## src/rtl/mem_copy_pkg.sv

```systemverilog
// mem_copy_pkg: shared FSM state encoding and mode constants for mem_copy_engine.
// Contents: state_t (IDLE, RD, WR, FILL, FIN), MODE_COPY / MODE_FILL.
// Imported by rtl/mem_copy_engine.sv.
package mem_copy_pkg;

  // Explicit encoding keeps the state register stable across tool versions.
  typedef enum logic [2:0] {
    ST_IDLE = 3'd0,
    ST_RD   = 3'd1,
    ST_WR   = 3'd2,
    ST_FILL = 3'd3,
    ST_FIN  = 3'd4
  } state_t;

  localparam logic MODE_COPY = 1'b0;
  localparam logic MODE_FILL = 1'b1;

  // States in which the engine owns the memory port.
  function automatic logic is_busy_state(input state_t s);
    return (s == ST_RD) || (s == ST_WR) || (s == ST_FILL);
  endfunction

endpackage

```

## src/rtl/mem_copy_engine.sv

```systemverilog
// mem_copy_engine: block copy / block fill initiator on the word-addressed data memory port.
// Latency: COPY 2 cycles/word (done 2*len+1 cycles after start), FILL 1 cycle/word (done len+1), len==0 done after 1.
// Backpressure: none; memory is single-cycle. abort cancels in RD/WR/FILL, start is ignored unless IDLE.
//
// Ports:
//   i_clk, i_rst          clock, asynchronous active-high reset
//   i_start, i_abort      start request (sampled in IDLE), cancel current transfer
//   i_mode                0 = COPY, 1 = FILL
//   i_src_addr, i_dst_addr, i_len, i_fill_val   transfer operands, latched on accepted start
//   o_mem_req, o_mem_addr, o_mem_we, o_mem_wd, i_mem_rd   memory port (combinational read)
//   o_busy, o_done        transfer in progress, one-cycle completion pulse
//   o_checksum            sum of written words; present only when MEM_COPY_CHECKSUM_EN is defined
module mem_copy_engine
  import mem_copy_pkg::*;
#(
  parameter int ADDR_W = 32,
  parameter int LEN_W  = 16
) (
  input  logic              i_clk,
  input  logic              i_rst,
  input  logic              i_start,
  input  logic              i_abort,
  input  logic              i_mode,
  input  logic [ADDR_W-1:0] i_src_addr,
  input  logic [ADDR_W-1:0] i_dst_addr,
  input  logic [LEN_W-1:0]  i_len,
  input  logic [31:0]       i_fill_val,
  output logic              o_mem_req,
  output logic [ADDR_W-1:0] o_mem_addr,
  output logic              o_mem_we,
  output logic [31:0]       o_mem_wd,
  input  logic [31:0]       i_mem_rd,
  output logic              o_busy,
  output logic              o_done
`ifdef MEM_COPY_CHECKSUM_EN
  ,
  output logic [31:0]       o_checksum
`endif
);

  state_t            r_state;
  logic [ADDR_W-1:0] r_src_ptr;
  logic [ADDR_W-1:0] r_dst_ptr;
  logic [LEN_W-1:0]  r_cnt;
  logic [31:0]       r_buf;
  logic [31:0]       r_fill_val;

  logic w_busy;
  logic w_last;
  logic w_accept;
  logic w_wr_commit;

  assign w_busy   = is_busy_state(r_state);
  assign w_last   = (r_cnt == LEN_W'(1));
  assign w_accept = (r_state == ST_IDLE) && i_start;
  // A write only lands in memory when it is not cancelled in the same cycle.
  assign w_wr_commit = ((r_state == ST_WR) || (r_state == ST_FILL)) && !i_abort;

  assign o_busy    = w_busy;
  assign o_mem_req = w_busy;
  assign o_done    = (r_state == ST_FIN);

  always_comb begin
    o_mem_addr = '0;
    o_mem_we   = 1'b0;
    o_mem_wd   = '0;
    case (r_state)
      ST_RD: begin
        o_mem_addr = r_src_ptr;
      end
      ST_WR: begin
        o_mem_addr = r_dst_ptr;
        o_mem_we   = !i_abort;
        o_mem_wd   = r_buf;
      end
      ST_FILL: begin
        o_mem_addr = r_dst_ptr;
        o_mem_we   = !i_abort;
        o_mem_wd   = r_fill_val;
      end
      default: begin
      end
    endcase
  end

  always_ff @(posedge i_clk or posedge i_rst) begin
    if (i_rst) begin
      r_state    <= ST_IDLE;
      r_src_ptr  <= '0;
      r_dst_ptr  <= '0;
      r_cnt      <= '0;
      r_buf      <= '0;
      r_fill_val <= '0;
    end else begin
      case (r_state)
        ST_IDLE: begin
          if (i_start) begin
            r_src_ptr  <= i_src_addr;
            r_dst_ptr  <= i_dst_addr;
            r_cnt      <= i_len;
            r_fill_val <= i_fill_val;
            if (i_len == '0)
              r_state <= ST_FIN;
            else if (i_mode == MODE_FILL)
              r_state <= ST_FILL;
            else
              r_state <= ST_RD;
          end
        end
        ST_RD: begin
          if (i_abort) begin
            r_state <= ST_IDLE;
          end else begin
            r_buf     <= i_mem_rd;
            r_src_ptr <= r_src_ptr + ADDR_W'(1);
            r_state   <= ST_WR;
          end
        end
        ST_WR: begin
          if (i_abort) begin
            r_state <= ST_IDLE;
          end else begin
            r_dst_ptr <= r_dst_ptr + ADDR_W'(1);
            r_cnt     <= r_cnt - LEN_W'(1);
            r_state   <= w_last ? ST_FIN : ST_RD;
          end
        end
        ST_FILL: begin
          if (i_abort) begin
            r_state <= ST_IDLE;
          end else begin
            r_dst_ptr <= r_dst_ptr + ADDR_W'(1);
            r_cnt     <= r_cnt - LEN_W'(1);
            if (w_last)
              r_state <= ST_FIN;
          end
        end
        ST_FIN: begin
          r_state <= ST_IDLE;
        end
        default: begin
          r_state <= ST_IDLE;
        end
      endcase
    end
  end

`ifdef MEM_COPY_CHECKSUM_EN
  logic [31:0] r_checksum;

  // Holds after FIN or abort; only a newly accepted start clears it.
  always_ff @(posedge i_clk or posedge i_rst) begin
    if (i_rst)
      r_checksum <= '0;
    else if (w_accept)
      r_checksum <= '0;
    else if (w_wr_commit)
      r_checksum <= r_checksum + o_mem_wd;
  end

  assign o_checksum = r_checksum;
`else
  // Keep the commit qualifier referenced so both builds share one definition.
  logic w_unused;
  assign w_unused = w_accept ^ w_wr_commit;
`endif

endmodule

```

## config.mk

```make
export PLATFORM = sky130hd
export DESIGN_NAME = mem_copy_engine
export DESIGN_NICKNAME = d
export VERILOG_FILES = /design/src/rtl/mem_copy_pkg.sv /design/src/rtl/mem_copy_engine.sv
export SDC_FILE = /design/constraint.sdc
export NUM_CORES = 1
export LEC_CHECK = 0
export CORE_MARGIN = 5
export CORE_UTILIZATION = 40
export CTS_CLUSTER_DIAMETER = 80
export CTS_CLUSTER_SIZE = 24
export DETAILED_ROUTE_END_ITERATION = 6
export PLACE_DENSITY = 0.68
export SLEW_MARGIN = 20
export SYNTH_ARGS = -nofsm -noshare
export SYNTH_HDL_FRONTEND = slang
export SYNTH_SLANG_ARGS = --single-unit
```

## constraint.sdc

```tcl
create_clock -name i_clk -period 12 [get_ports i_clk]
set_input_delay 2.4 -clock i_clk [delete_from_list [all_inputs] [get_ports i_clk]]
set_output_delay 2.4 -clock i_clk [all_outputs]
set_load 0.005 [all_outputs]
```

==> flow_metrics.env <==
export IMPL_status="complete, no violations"
export IMPL_cp_start_kind="input port"
export IMPL_timing_setup_critical_path_class="in -> out"
export IMPL_power_sequential_fraction=0.329
export IMPL_clockPowerShare=0.173
export IMPL_grt_overflow_total=0
export IMPL_p_leak_nw=4.60
export IMPL_synth_yosys_seq_area_share=0.439
export IMPL_grt_max_degree=88
export IMPL_vias_in_the_first_global_route=8043
export IMPL_cellInternalPower_mw=1.75
export IMPL_maxSlewHeadroom=0.290
export IMPL_syn_nets=1137
export IMPL_syn_inst=984
export IMPL_layout_min_cycle_time_ps=6740
export IMPL_finalSetupViolCount=0
export IMPL_ioPinCount=217
export IMPL_hpwl_um=18800
export IMPL_io_buffer_count=216
export IMPL_wirelength_um=28000
export IMPL_clock_tree_from_tritoncts="yes"
export IMPL_num_rows=53
export IMPL_fin_nets=1309
export IMPL_floorplan_initialDensity=0.403
export IMPL_setup_tns_final_ps=0
export IMPL_worst_hold_path_type="reg -> reg"
export IMPL_insertion_delay_ps=430
export IMPL_maxCapViolCount=0
export IMPL_htreeDepth=4
export IMPL_power_share_switching=0.425
export IMPL_dpl_instance_area_um2=10700
export IMPL_cts_buffers_inserted=17
export IMPL_synth_warnings=0
export IMPL_critical_path_endpoint_type="output pin"
export IMPL_post_route_cell_area_um2=11300
export IMPL_nFillCells=1964
export IMPL_synth_top_area_cell="dfrtp_1"
export IMPL_crit_path_max_fanout=10
export IMPL_floorplan_die_height_um=155
export IMPL_worst_ir_drop_vdd_mv=0.162
export IMPL_cts_sinks=147
export IMPL_die_w_um=155
export IMPL_combinationalPowerShare=0.498
export IMPL_ys_seq_elements=147
export IMPL_r2r_setup_slack_ps=8810
export IMPL_worst_ep_arrival_time_ps=4340
export IMPL_gp_congestion=0.877
export IMPL_timing_critical_path_required_ps=9600
export IMPL_largest_clock_skew_in_the_final_design_ps=13.9
export IMPL_synth_top_cells_by_area="dfrtp_1 44%, nand2_1 8.4%, a21oi_1 5.3%"
export IMPL_switching_power_mw=1.29
export IMPL_yosys_cell_types_count=62
export IMPL_synth_most_common_cell="nand2_1"
export IMPL_dr_pass1_iters=6
export IMPL_dp_slack_ps=5260
export IMPL_core_area_um2=20800
export IMPL_min_period_over_period=0.561
export IMPL_cts_root_buffer="clkbuf_16"
export IMPL_hold_viol=0
export IMPL_routedWlPerCell_um=19.4
export IMPL_synth_top_flop_cell="dfrtp_1"
export IMPL_grt_antenna_before_repair=1
export IMPL_async_reset_ff_frac=1.00
export IMPL_postLayoutCoreUtil=0.542
export IMPL_synth_cell_area_um2=8390
export IMPL_fraction_of_layout_cells_with_a_size_suffix_above_1=0.0847
export IMPL_grt_pass1_wl_um=44200
export IMPL_total_of_cells_resized_after_clock_tree_synthesis=0
export IMPL_grt_setup_unrepaired="false"
export IMPL_path_clk_slew_ps=70
export IMPL_vias_per_cell=5.70
export IMPL_route_antenna_remaining_nets=0
export IMPL_worst_slack_ps=5260
export IMPL_vias=8231
export IMPL_remaining_drc_errors=0
export IMPL_finalMaxSlewViolations=0
export IMPL_power_per_cell_area_nw_per_um2=269
export IMPL_clockBufferDepth=2
export IMPL_avgSynthCellArea_um2=8.52
export IMPL_post_synth_edffs=0
export IMPL_syn_to_final_growth_pct=34.6
export IMPL_grt_util_all_layers=0.232
export IMPL_cts_hold_buffers_added=0
export IMPL_most_frequent_cells_after_synthesis="188 x nand2_1, 147 x dfrtp_1, 89 x a21oi_1, 82 x nor2_1, 49 x clkbuf_1"
export IMPL_detail_route_iter0_violations=636
export IMPL_postCtsSetupBuffers=0
export IMPL_fmaxAchievable_mhz=148
export IMPL_timing_worst_slew_pin_value_ps=1060
export IMPL_dieArea_um2=24000
export IMPL_synth_top_cell_area_share=0.439
through the flow:
step | cells | total power, mW | hold slack (ps)
CTS | 1444 | 3.05 | 474
global route | 1444 | 3.27 | 499
floorplan | 984 | 1.90 | 439
global placement | 1412 | 2.48 | 457
finish | 1445 | 3.04 | 477
detailed placement | 1412 | 2.51 | 463
area by class of cell:
cell class                      instances  area [um2]  area share
Sequential cell                       147        3680       0.326
Inverter                               13        53.8     0.00477
Multi-Input combinational cell        751        4400       0.390
Clock buffer                           18         429      0.0380
Tap cell                              275         344      0.0305
Clock inverter                         14         143      0.0126
Antenna cell                            1        2.50    0.000222
Timing Repair Buffer                  226        2240       0.198
per-layer routing:
metal	GRT usage	vias up	part of all wire
li1	-	3927	-
met1	0.306	3942	0.42
met2	0.369	341	0.47
met3	0.0764	21	0.096
met4	0.0601	0	0.010
met5	0	-	0
registers in the layout, indices dropped and copies added, names as in the netlist:
name,count
r_dst_ptr,32
r_cnt,16
r_state,3
r_fill_val,32
r_buf,32
r_src_ptr,32
worst max-delay path, cell delays in order:
cell and delay, ps:
clkdlybuf4s50_1 600, nand2b_1 420, inv_1 310, clkdlybuf4s50_1 600
power by group through the flow:
stage / Clock [mW] / Combinational (mW) / Sequential [mW]
floorplan: 0 / 0.990 / 0.908
global placement: 0 / 1.49 / 0.990
detailed placement: 0 / 1.51 / 0.998
CTS: 0.537 / 1.52 / 0.992
global route: 0.558 / 1.68 / 1.03
finish: 0.525 / 1.51 / 0.998
path summary, 6_finish.rpt:
check	to	cells past startpoint	from
worst max-delay path	o_mem_we	4	i_abort
worst min-delay path	r_fill_val[25]	2	r_fill_val[25]
worst max register to register	r_buf[0]	5	r_state[0]
worst min register to register	r_fill_val[25]	2	r_fill_val[25]
max in group asynchronous	r_state[0]	3	i_rst
min in group asynchronous	r_src_ptr[28]	2	i_rst
logic make-up after synthesis:
group / count (synthesis) / synth area share
flops: 147 / 0.439
compound gates: 252 / 0.189
mux: 67 / 0.0849
simple gates: 428 / 0.240
fa+ha+maj: 4 / 0.00597
buf+inv: 86 / 0.0410
cells in the final DEF (no fill, tap or decap), types with 4 or more instances in the layout:
master,netlist,final
o32ai_1,10,10
inv_6,0,6
a22o_1,14,14
nand2_1,188,187
dfrtp_1,147,146
and3_1,18,18
nor2_1,82,82
buf_4,2,10
o22ai_1,29,29
inv_1,13,12
o21a_1,4,4
a21o_1,4,4
nor3b_1,4,4
nand3_1,35,35
a2bb2oi_1,14,14
clkdlybuf4s50_1,0,216
nor3_1,29,28
or3_1,4,4
nor4_1,10,10
mux2_2,33,33
clkbuf_16,0,17
o21ai_0,47,46
ha_1,4,4
a211oi_1,7,7
mux2i_1,34,34
a31oi_1,7,7
a21oi_1,89,89
nand4_1,26,26
No activity file was read; power rests on OpenSTA's default activity.
